$ cat src/rtl/i2s_tx_master_if.sv
// Sample-pair handshake and serial pin bundle between the DSP pipeline, the
// transmitter and the DAC.
interface i2s_tx_master_if #(
   parameter int SAMPLE_WIDTH = 24
);
   logic                           s_valid_in;
   logic                           s_ready_out;
   logic signed [SAMPLE_WIDTH-1:0] pldata_in;
   logic signed [SAMPLE_WIDTH-1:0] prdata_in;
   logic                           sclk_out;
   logic                           lrck_out;
   logic                           sdata_out;
   logic                           underrun_out;

   modport master (
      input  s_valid_in, pldata_in, prdata_in,
      output s_ready_out, sclk_out, lrck_out, sdata_out, underrun_out
   );

   modport slave (
      output s_valid_in, pldata_in, prdata_in,
      input  s_ready_out, sclk_out, lrck_out, sdata_out, underrun_out
   );
endinterface

$ cat src/rtl/i2s_tx_master.sv
// Clock-master I2S / left-justified / right-justified stereo transmitter.
// SCLK and LRCK are divided down from clk_in; pairs arrive through a one-deep buffer.
module i2s_tx_master #(
   parameter int SAMPLE_WIDTH  = 24,
   parameter int SLOT_WIDTH    = 32,
   parameter int SCLK_HALF_DIV = 2,
   parameter int FORMAT        = 0
) (
   input  logic            clk_in,
   input  logic            rstn_in,
   input  logic            en_in,
   i2s_tx_master_if.master bus
);
   localparam int FRAME_BITS = 2 * SLOT_WIDTH;
   localparam int POS_W      = $clog2(FRAME_BITS);
   localparam int DIV_W      = (SCLK_HALF_DIV > 1) ? $clog2(SCLK_HALF_DIV) : 1;
   localparam int OFFSET     = (FORMAT == 0) ? 1 :
                               (FORMAT == 1) ? 0 : SLOT_WIDTH - SAMPLE_WIDTH;
   localparam logic [POS_W-1:0] POS_LAST = POS_W'(FRAME_BITS - 1);
   localparam logic [DIV_W-1:0] DIV_LAST = DIV_W'(SCLK_HALF_DIV - 1);
   localparam logic [0:0] IDLE = 1'b0;
   localparam logic [0:0] RUN  = 1'b1;

   generate
      if (SAMPLE_WIDTH < 1 || SAMPLE_WIDTH > SLOT_WIDTH || SCLK_HALF_DIV < 1 ||
          FORMAT < 0 || FORMAT > 2 || (FORMAT == 0 && SAMPLE_WIDTH == SLOT_WIDTH)) begin : g_bad_params
         $error("i2s_tx_master: unsupported parameter combination");
      end
   endgenerate

   // Serial bit for frame position pos_v: slot select, format offset, MSB first.
   function automatic logic slot_bit(
      input logic signed [SAMPLE_WIDTH-1:0] left,
      input logic signed [SAMPLE_WIDTH-1:0] right,
      input logic        [POS_W-1:0]        pos_v
   );
      int                    p;
      int                    q;
      logic [SAMPLE_WIDTH-1:0] word;
      p = int'(pos_v);
      if (p >= SLOT_WIDTH) begin
         q    = p - SLOT_WIDTH;
         word = right;
      end else begin
         q    = p;
         word = left;
      end
      if (q >= OFFSET && q < OFFSET + SAMPLE_WIDTH)
         word = word >> (SAMPLE_WIDTH - 1 - (q - OFFSET));
      else
         word = '0;
      return word[0];
   endfunction

   logic [0:0]       state;
   logic [DIV_W-1:0] div;
   logic [POS_W-1:0] pos;
   logic             sclk_r, lrck_r, sdata_r, underrun_r;
   logic             hold_full, armed;
   logic signed [SAMPLE_WIDTH-1:0] hold_l, hold_r, frame_l, frame_r;

   logic             tick, fall, wrap, start, stop, accept;
   logic [POS_W-1:0] pos_nxt;
   logic             sdata_nxt, lrck_nxt;
   logic signed [SAMPLE_WIDTH-1:0] src_l, src_r;

   always_comb begin
      tick      = (state == RUN) && (div == DIV_LAST);
      fall      = tick && sclk_r;
      wrap      = fall && (pos == POS_LAST);
      start     = en_in && ((state == IDLE) || wrap);
      stop      = wrap && !en_in;
      accept    = bus.s_valid_in && !hold_full;
      pos_nxt   = start ? '0 : pos + POS_W'(1);
      // A frame start without a buffered pair transmits silence.
      src_l     = start ? (hold_full ? hold_l : '0) : frame_l;
      src_r     = start ? (hold_full ? hold_r : '0) : frame_r;
      sdata_nxt = slot_bit(src_l, src_r, pos_nxt);
      lrck_nxt  = (int'(pos_nxt) >= SLOT_WIDTH);
   end

   always_ff @(posedge clk_in or negedge rstn_in) begin
      if (!rstn_in) begin
         state      <= IDLE;
         div        <= '0;
         pos        <= '0;
         sclk_r     <= 1'b0;
         lrck_r     <= 1'b0;
         sdata_r    <= 1'b0;
         underrun_r <= 1'b0;
         hold_full  <= 1'b0;
         armed      <= 1'b0;
      end else begin
         underrun_r <= start && !hold_full && armed;
         if (start) begin
            state   <= RUN;
            div     <= '0;
            pos     <= '0;
            sclk_r  <= 1'b0;
            lrck_r  <= 1'b0;
            sdata_r <= sdata_nxt;
         end else if (stop) begin
            state   <= IDLE;
            div     <= '0;
            pos     <= '0;
            sclk_r  <= 1'b0;
            lrck_r  <= 1'b0;
            sdata_r <= 1'b0;
         end else if (state == RUN) begin
            if (tick) begin
               div    <= '0;
               sclk_r <= ~sclk_r;
            end else begin
               div <= div + DIV_W'(1);
            end
            if (fall) begin
               pos     <= pos_nxt;
               lrck_r  <= lrck_nxt;
               sdata_r <= sdata_nxt;
            end
         end
         if (stop)
            armed <= 1'b0;
         if (start && hold_full)
            hold_full <= 1'b0;
         // A transfer never coincides with a load: ready is low while full.
         if (accept) begin
            hold_full <= 1'b1;
            armed     <= 1'b1;
         end
      end
   end

   always_ff @(posedge clk_in) begin
      if (accept) begin
         hold_l <= bus.pldata_in;
         hold_r <= bus.prdata_in;
      end
      if (start) begin
         frame_l <= src_l;
         frame_r <= src_r;
      end
   end

   assign bus.s_ready_out  = ~hold_full;
   assign bus.sclk_out     = sclk_r;
   assign bus.lrck_out     = lrck_r;
   assign bus.sdata_out    = sdata_r;
   assign bus.underrun_out = underrun_r;
endmodule

$ cat src/flat_wrapper.sv
// flat-port wrapper written by rule: the top's interface ports become plain ports
module i2s_tx_master_flat 
#(
   parameter int SAMPLE_WIDTH  = 24,
   parameter int SLOT_WIDTH    = 32,
   parameter int SCLK_HALF_DIV = 2,
   parameter int FORMAT        = 0
)
  (clk_in, rstn_in, en_in, bus_s_valid_in, bus_pldata_in, bus_prdata_in, bus_s_ready_out, bus_sclk_out, bus_lrck_out, bus_sdata_out, bus_underrun_out);
  i2s_tx_master_if #(.SAMPLE_WIDTH(SAMPLE_WIDTH)) bus_i ();
  input  logic clk_in;
  input  logic rstn_in;
  input  logic en_in;
  input wire logic [$bits(bus_i.s_valid_in)-1:0] bus_s_valid_in;
  input wire logic [$bits(bus_i.pldata_in)-1:0] bus_pldata_in;
  input wire logic [$bits(bus_i.prdata_in)-1:0] bus_prdata_in;
  output wire logic [$bits(bus_i.s_ready_out)-1:0] bus_s_ready_out;
  output wire logic [$bits(bus_i.sclk_out)-1:0] bus_sclk_out;
  output wire logic [$bits(bus_i.lrck_out)-1:0] bus_lrck_out;
  output wire logic [$bits(bus_i.sdata_out)-1:0] bus_sdata_out;
  output wire logic [$bits(bus_i.underrun_out)-1:0] bus_underrun_out;
  assign bus_i.s_valid_in = bus_s_valid_in;
  assign bus_i.pldata_in = bus_pldata_in;
  assign bus_i.prdata_in = bus_prdata_in;
  assign bus_s_ready_out = bus_i.s_ready_out;
  assign bus_sclk_out = bus_i.sclk_out;
  assign bus_lrck_out = bus_i.lrck_out;
  assign bus_sdata_out = bus_i.sdata_out;
  assign bus_underrun_out = bus_i.underrun_out;
  i2s_tx_master #(.SAMPLE_WIDTH(SAMPLE_WIDTH), .SLOT_WIDTH(SLOT_WIDTH), .SCLK_HALF_DIV(SCLK_HALF_DIV), .FORMAT(FORMAT)) u_core (.clk_in(clk_in), .rstn_in(rstn_in), .en_in(en_in), .bus(bus_i));
endmodule
$ cat config.mk
export PLATFORM = sky130hd
export DESIGN_NAME = i2s_tx_master_flat
export DESIGN_NICKNAME = d
export VERILOG_FILES = /design/src/rtl/i2s_tx_master_if.sv /design/src/rtl/i2s_tx_master.sv /design/src/flat_wrapper.sv
export SDC_FILE = /design/constraint.sdc
export NUM_CORES = 1
export LEC_CHECK = 0
export ABC_CLOCK_PERIOD_IN_PS = 5040
export BUFFER_PORTS_ARGS = -buffer_cell sky130_fd_sc_hd__buf_4
export CAP_MARGIN = 25
export CELL_PAD_IN_SITES_DETAIL_PLACEMENT = 2
export CELL_PAD_IN_SITES_GLOBAL_PLACEMENT = 2
export CORE_MARGIN = 5
export CORE_UTILIZATION = 25
export CTS_CLUSTER_SIZE = 28
export DETAILED_ROUTE_END_ITERATION = 16
export PLACE_DENSITY_LB_ADDON = 0.1
export SETUP_SLACK_MARGIN = 0.15
export SYNTH_ARGS = -nofsm -noshare
export SYNTH_HDL_FRONTEND = slang
export SYNTH_SLANG_ARGS = --single-unit
$ cat constraint.sdc
create_clock -name clk_in -period 5.04 [get_ports clk_in]
set_input_delay 1.008 -clock clk_in [delete_from_list [all_inputs] [get_ports clk_in]]
set_output_delay 1.008 -clock clk_in [all_outputs]
set_load 0.02 [all_outputs]
==> results by group, run 1 <==
Timing
  – Final hold slack: 0.4961 ns
  – Final hold vios: 0
  – Fin Clk Skew: 0.008079 ns
  – Period Utilization, post-route: 80.42%
  – Maximum clock frequency: 0.2467 GHz
  – Max-slew headroom: 39.39%
  – Setup TNS: 0 ns
  – Tmin final: 4.053 ns
  – Worst-Margin Slew: 0.9082 ns
  – Count of final setup violators: 0
  – RSZ-0062 raised after global routing: false
  – Final Slew Violations: 0

GRT
  – Vias in the first global route: 4,080
  – GRT overflow: 0
  – Total GRT Usage: 12.33%
  – First-pass GRT wire length: 22,890 um
  – Initial antenna violation count: 0
  – Largest net degree at the start of global routing: 68

Setup path
  – R2r worst-path depth: 15
  – Worst setup startpoint: u_core.pos[0]$_DFFE_PN0P_
  – R2r setup slk: 0.99 ns
  – Critical Path AT: 4.34 ns
  – Worst Setup End Kind: flop
  – Crit path kind: reg -> reg
  – Worst r2r src: u_core.pos[0]$_DFFE_PN0P_
  – Setup crit end: u_core.bus.sdata_out$_DFFE_PN0P_
  – Worst Path Required: 5.33 ns
  – RR Endpoint: u_core.bus.sdata_out$_DFFE_PN0P_
  – Crit path launch type: flop
  – Worst Path Max Fanout: 27

Synthesis
  – Mapped cell area: 5205 sq um
  – Mapped Cells: 436
  – Sequential area share after synthesis: 62.12%
  – Syn avg cell area: 11.94 sq um
  – Number of synthesized flops with an enable pin: 96
  – Yosys cell types: 63
  – Synth warn: 0
  – Ys flop type: edfxtp_1
  – Ys async rst share: 12.73%
  – Yosys reg bits: 110

Drt
  – Top routing layer used: met4
  – Detail Route Antenna Nets: 0
  – Vias: 3,591
  – DR vias/cell: 4.664
  – Wire per inst: 18.40 um
  – Met3 routed WL: 388 um
  – DR pass1 iterations: 4
  – Detailed-route DRC error count: 0
  – Wl on met1: 6399 um
  – Initial DRC Count: 204
  – Met2 wire len: 7268 um
  – Final wirelength: 14,170 um

Finish
  – Final core occ: 30.59%
  – Syn-to-layout area delta: 19.69%
  – Share of cells above drive strength 1: 19.40%
  – Commonest non-fill, non-tap cell in the layout: edfxtp_1
  – Antenna Cells: 0
  – Most frequent cells in the layout: edfxtp_1, nand2_1, buf_4
  – Nets: 560

Run status
  – Run status: finished clean

Power and ir drop
  – Leakage power: 2.399 nW
  – Pwr/cell area: 422.7 nW/um^2
  – Peak VDD IR: 0.1838 mV

Place
  – I/O Buffers: 56
  – Gp weighted congestion: 0.7670
  – Hpwl dp: 9739 um

Clock network
  – CTS tree: built
  – Max clock buf depth: 2
  – Post-cts resize count: 0
  – Sink Count: 110
  – CTS clk-pin slew, worst paths: 0.07 ns
  – Number of setup buffers added after CTS: 0
  – CTS Buf Count: 9
  – CTS H-Tree Depth: 3
  – # hold bufs at CTS: 0
  – Worst-skew pair later-pin latency: 0.35 ns
  – Root buf cell: clkbuf_16

Floorplanning
  – I/O pins: 57
  – Die height: 154.3 um
  – Initial Util: 25.56%
  – Core ar.: 20,360 sq um
  – Die area: 23,810 sq um
  – Die Wd: 154.3 um
  – Row count: 52

Hold path
  – Worst hold path type: in -> async

Job
  – MaxCap Viol Count: 0
## cells in the mapped netlist, types with 2 or more instances
master,instances,area [sq um]
nor2_2,2,12.51
a2111oi_0,3,26.28
or3_1,3,18.77
nand4_1,3,18.77
nand3_1,50,250.2
a22o_1,11,96.34
o221ai_1,3,26.28
ha_1,13,162.7
inv_1,7,26.28
clkbuf_1,11,41.29
nor2_1,9,33.78
mux2_2,4,45.04
o21ai_0,14,70.07
a211o_1,2,17.52
nor2b_1,4,25.02
a31oi_1,3,18.77
and2_1,3,18.77
mux2i_1,12,120.1
edfxtp_1,96,2883
buf_6,3,33.78
a211oi_1,2,15.01
buf_2,3,15.01
dfrtp_1,14,350.3
xor2_1,5,43.79
a21o_1,5,37.54
buf_1,4,15.01
nand2_1,93,349.1
o22a_1,2,17.52
nor3_1,4,20.02
and3_1,6,37.54
a21oi_1,10,50.05
## registers in the layout, indices dropped and copies added (netlist names)
signal                   count
u_core.pos                   6
u_core.bus.lrck_out          1
u_core.bus.underrun_out      1
u_core.state                 1
u_core.frame_r              24
u_core.bus.sdata_out         1
u_core.hold_l               24
u_core.frame_l              24
u_core.div                   1
u_core.hold_r               24
u_core.hold_full             1
u_core.bus.sclk_out          1
u_core.armed                 1
## per-stage QoR
step | area [sq um] | std cells | power (mW) | setup slack [ns]
6_report | 6230 | 770 | 2.633 | 0.9867
2_1_floorplan | 5238 | 443 | 1.659 | 0.1505
5_1_grt | 6230 | 770 | 2.809 | 0.6209
4_1_cts | 6230 | 770 | 2.674 | 0.9419
3_5_place_dp | 5936 | 754 | 1.931 | 0.6379
3_3_place_gp | 5936 | 754 | 1.916 | 0.7568
## per-layer routing
metal,up-vias,GRT usage (%)
met5,-,0
met4,0,2.523
met3,8,3.101
met2,48,21.63
met1,1807,15.43
li1,1728,-
## how the worst min path moves through the flow
stage                              from                      endpoint  cells past startpoint
4_1_cts                         rstn_in     u_core.pos[1]$_DFFE_PN0P_                      1
2_1_floorplan  u_core.armed$_DFFE_PN0P_      u_core.armed$_DFFE_PN0P_                      2
5_1_grt                         rstn_in     u_core.pos[0]$_DFFE_PN0P_                      1
6_report                        rstn_in  u_core.hold_full$_DFFE_PN0P_                      1
3_5_place_dp   u_core.armed$_DFFE_PN0P_      u_core.armed$_DFFE_PN0P_                      2
3_3_place_gp   u_core.armed$_DFFE_PN0P_      u_core.armed$_DFFE_PN0P_                      2
## where the power goes
| group | internal, mW | total [mW] | switching [mW] |
|---|---|---|---|
| Sequential | 1.04 | 1.10 | 0.0668 |
| Clock | 0.389 | 0.724 | 0.335 |
| Combinational | 0.314 | 0.805 | 0.491 |
## cells by family after synthesis
group                      after synthesis  synth area share [%]
and+or+nand+nor                        190                 17.43
DFF                                    110                 62.12
AOI/OAI and AO/OA                       69                 9.808
buffers and inverters                   30                 2.981
muxes                                   17                 3.461
adders and majority gates               13                 3.125
xor gates and xnor gates                 6                 1.010
other                                    1               0.07205
## critical path: stages (launching register included)
cell and delay (ns):
dfrtp_1 0.68, ha_1 0.37, and4_1 0.27, a21oi_4 0.09
inv_2 0.10, buf_4 0.31, nor2_1 0.22, nand2_1 0.19
ha_1 0.18, nor3_1 0.05, ha_1 0.18, or4b_2 0.61
nor4_1 0.29, nand3_1 0.14, a31oi_1 0.16, a22o_1 0.15
## cell type report
| type | instances | area (sq um) |
|---|---|---|
| clock buffer | 10 | 229.0 |
| clock inverter | 6 | 65.06 |
| fill | 2207 | 14130 |
| inverter | 8 | 30.03 |
| multi-input combinational | 303 | 1862 |
| sequential | 110 | 3233 |
| tap | 270 | 337.8 |
| timing repair buffer | 63 | 473.0 |
No activity file was read; power rests on OpenSTA's default activity.
==> run 2, diff against run 1 <==
ABC_CLOCK_PERIOD_IN_PS = 3600   (was 5040)
clock period = 3.6 ns   (was 5.04 ns; I/O delays follow)
==> results by group, run 2 (synthesis gave the netlist of run 1 again) <==
Finish
  – Antenna Cells: 0 (unchanged)
  – Syn-to-layout area delta: 22.04%
  – Final Cell Area: 6352 sq um (+2.0%)
  – Most frequent cells in the layout: edfxtp_1, nand2_1, buf_4
  – Share of cells above drive strength 1: 23.63% (+4.2 points)
  – Nets: 572 (+2.1%)
  – Commonest non-fill, non-tap cell in the layout: edfxtp_1

Power and ir drop
  – Logic pwr share: 34.0% (+3.4 points)
  – Pint: 2.481 mW (+43%)
  – Clock power share: 25.7% (-1.8 points)
  – Peak VDD IR: 0.2289 mV (+25%)
  – Pwr/cell area: 594.9 nW/um^2 (+41%)
  – Seq pwr share: 40.3% (-1.6 points)
  – NetSw: 1.297 mW (+45%)
  – Leakage power: 2.457 nW (+2.4%)
  – Net Sw Frac: 34.33% (+0.45 points)

Drt
  – DR pass1 iterations: 4 (unchanged)
  – Initial DRC Count: 231 (+13%)
  – DR vias/cell: 4.647 (-0.36%)
  – Final wirelength: 13,860 um (-2.1%)
  – Wire per inst: 17.73 um (-3.6%)
  – Detailed-route DRC error count: 0 (unchanged)
  – Vias: 3,634 (+1.2%)
  – Detail Route Antenna Nets: 0 (unchanged)

Clock network
  – CTS Buf Count: 9 (unchanged)
  – Number of setup buffers added after CTS: 0 (unchanged)
  – CTS tree: built
  – Root buf cell: clkbuf_16
  – Sink Count: 110 (unchanged)
  – CTS clk-pin slew, worst paths: 0.07 ns (about the same)
  – Max clock buf depth: 2 (unchanged)
  – Worst-skew pair later-pin latency: 0.36 ns (about the same)
  – CTS H-Tree Depth: 3 (unchanged)

Setup path
  – Crit path launch type: flop
  – Worst Setup End Kind: flop
  – Worst Path Max Fanout: 5 (-81%)
  – Worst Path Required: 3.84 ns (-1.49 ns)
  – Critical Path AT: 3.46 ns (-0.88 ns)
  – Crit path kind: reg -> reg

Floorplanning
  – Die Wd: 154.3 um (unchanged)
  – Core ar.: 20,360 sq um (unchanged)
  – Die height: 154.3 um (unchanged)
  – Initial Util: 25.56% (unchanged)
  – Die area: 23,810 sq um (unchanged)
  – Row count: 52 (unchanged)
  – I/O pins: 57 (unchanged)

Place
  – Gp weighted congestion: 0.7727 (+0.74%)
  – I/O Buffers: 56 (unchanged)
  – Hpwl dp: 9812 um (+0.75%)
  – Area after DPL: 6045 sq um (+1.8%)

Timing
  – RSZ-0062 raised after global routing: false
  – Period Utilization, post-route: 89.65% (+9.2 points)
  – Count of final setup violators: 0 (unchanged)
  – Final Slew Violations: 0 (unchanged)
  – Maximum clock frequency: 0.3099 GHz (+26%)
  – Worst-Margin Slew: 0.8505 ns (-0.05768 ns)
  – Final hold vios: 0 (unchanged)
  – Setup TNS: 0 ns (unchanged)
  – Fin Clk Skew: 0.01358 ns (+0.005497 ns)
  – Tmin final: 3.227 ns (-0.8259 ns)
  – Max-slew headroom: 42.86% (+3.5 points)

GRT
  – Vias in the first global route: 4,135 (+1.3%)
  – GRT overflow: 0 (unchanged)
  – Met2 Resource Use GR: 20.03% (-1.6 points)
  – Total GRT Usage: 11.93% (-0.40 points)
  – Global route hottest layer: met2
  – Initial antenna violation count: 0 (unchanged)
  – Met3 Use GR: 2.878% (-0.22 points)
  – Largest net degree at the start of global routing: 51 (-25%)
  – Met1 Usage GRT: 15.39% (-0.042 points)
  – First-pass GRT wire length: 22,440 um (-2.0%)

Job
  – MaxCap Viol Count: 0 (unchanged)

Run status
  – Run status: finished clean

Hold path
  – Worst hold path type: in -> async
[run 2: cell types whose count changed in the layout (fill, tap and decap cells not counted), sizes merged]
cell / delta
buf: +12
clkinv: +2
bufinv: -1
clkbuf: -1
clkinvlp: +1
inv: -1
[run 2: path summary, 6_finish.rpt]
path / slack (ns) / depth (start not counted) / start / end
worst min register to register: 0.53 / 1 / u_core.armed$_DFFE_PN0P_ / u_core.bus.underrun_out$_DFF_PN0_
worst max register to register: 0.37 / 14 / u_core.pos[1]$_DFFE_PN0P_ / u_core.bus.sdata_out$_DFFE_PN0P_
worst max-delay path: 0.37 / 14 / u_core.pos[1]$_DFFE_PN0P_ / u_core.bus.sdata_out$_DFFE_PN0P_
min in group clk_in: 0.53 / 1 / u_core.armed$_DFFE_PN0P_ / u_core.bus.underrun_out$_DFF_PN0_
worst min-delay path: 0.21 / 1 / rstn_in / u_core.hold_full$_DFFE_PN0P_
max in group asynchronous: 3.19 / 1 / rstn_in / u_core.pos[1]$_DFFE_PN0P_
[run 2: stage by stage]
stage / power (mW) / hold WS (ns) / worst slack (ns) / util (%) / std cells
after detailed placement: 2.834 / 0.5041 / 0.07193 / 29.68 / 766
after global placement: 2.812 / 0.5050 / 0.1868 / 29.68 / 766
after floorplan: 2.340 / 0.4244 / 0.1516 / - / 443
final: 3.779 / 0.2101 / 0.3726 / 31.19 / 782
after CTS: 3.841 / 0.1941 / 0.2810 / 31.08 / 782
after global routing: 4.012 / 0.2080 / 0.1707 / 31.19 / 782
[run 2: timing repair]
item | 4_1_cts | 5_1_grt
endpoints found under the hold margin | 0 | 0
setup endpoints to repair | 0 | 1
gates resized for setup | 0 | 6
hold buffers | 0 | 0
[run 2: area by class of cell]
class	count	area [sq um]
fillers	2187	14010
flip-flops and latches	110	3234
multi-input cells	303	1902
repair buffers	75	563.0
well taps	270	337.8
clock buffers	9	225.2
clock inverters	7	60.06
inverters	8	30.03
[run 2: power groups by stage]
stage                     clock [mW]  sequential (mW)  combinational [mW]
after floorplan                    0             1.53               0.806
after global placement             0             1.55                1.26
after detailed placement           0             1.55                1.28
after CTS                       1.03             1.52                1.29
after global routing            1.06             1.54                1.41
final                          0.970             1.52                1.29
[run 2: worst max-delay path, stage by stage (launching register included)]
cell      delay (ns)
dfrtp_2         0.45
ha_1            0.20
and4_1          0.22
a21oi_4         0.21
inv_2           0.08
nor2_2          0.12
clkinv_1        0.10
ha_2            0.19
or3_1           0.39
and2_1          0.21
a211o_1         0.29
a211oi_2        0.14
o21ai_1         0.09
a211o_1         0.27
a22o_1          0.17
[run 2: per-layer routing]
layer	up-vias	part of all wire, %	wire, um
met4	0	1.3	179
met2	63	49	6731
li1	1754	-	-
met3	11	3.4	469
met5	-	0	0
met1	1806	47	6481
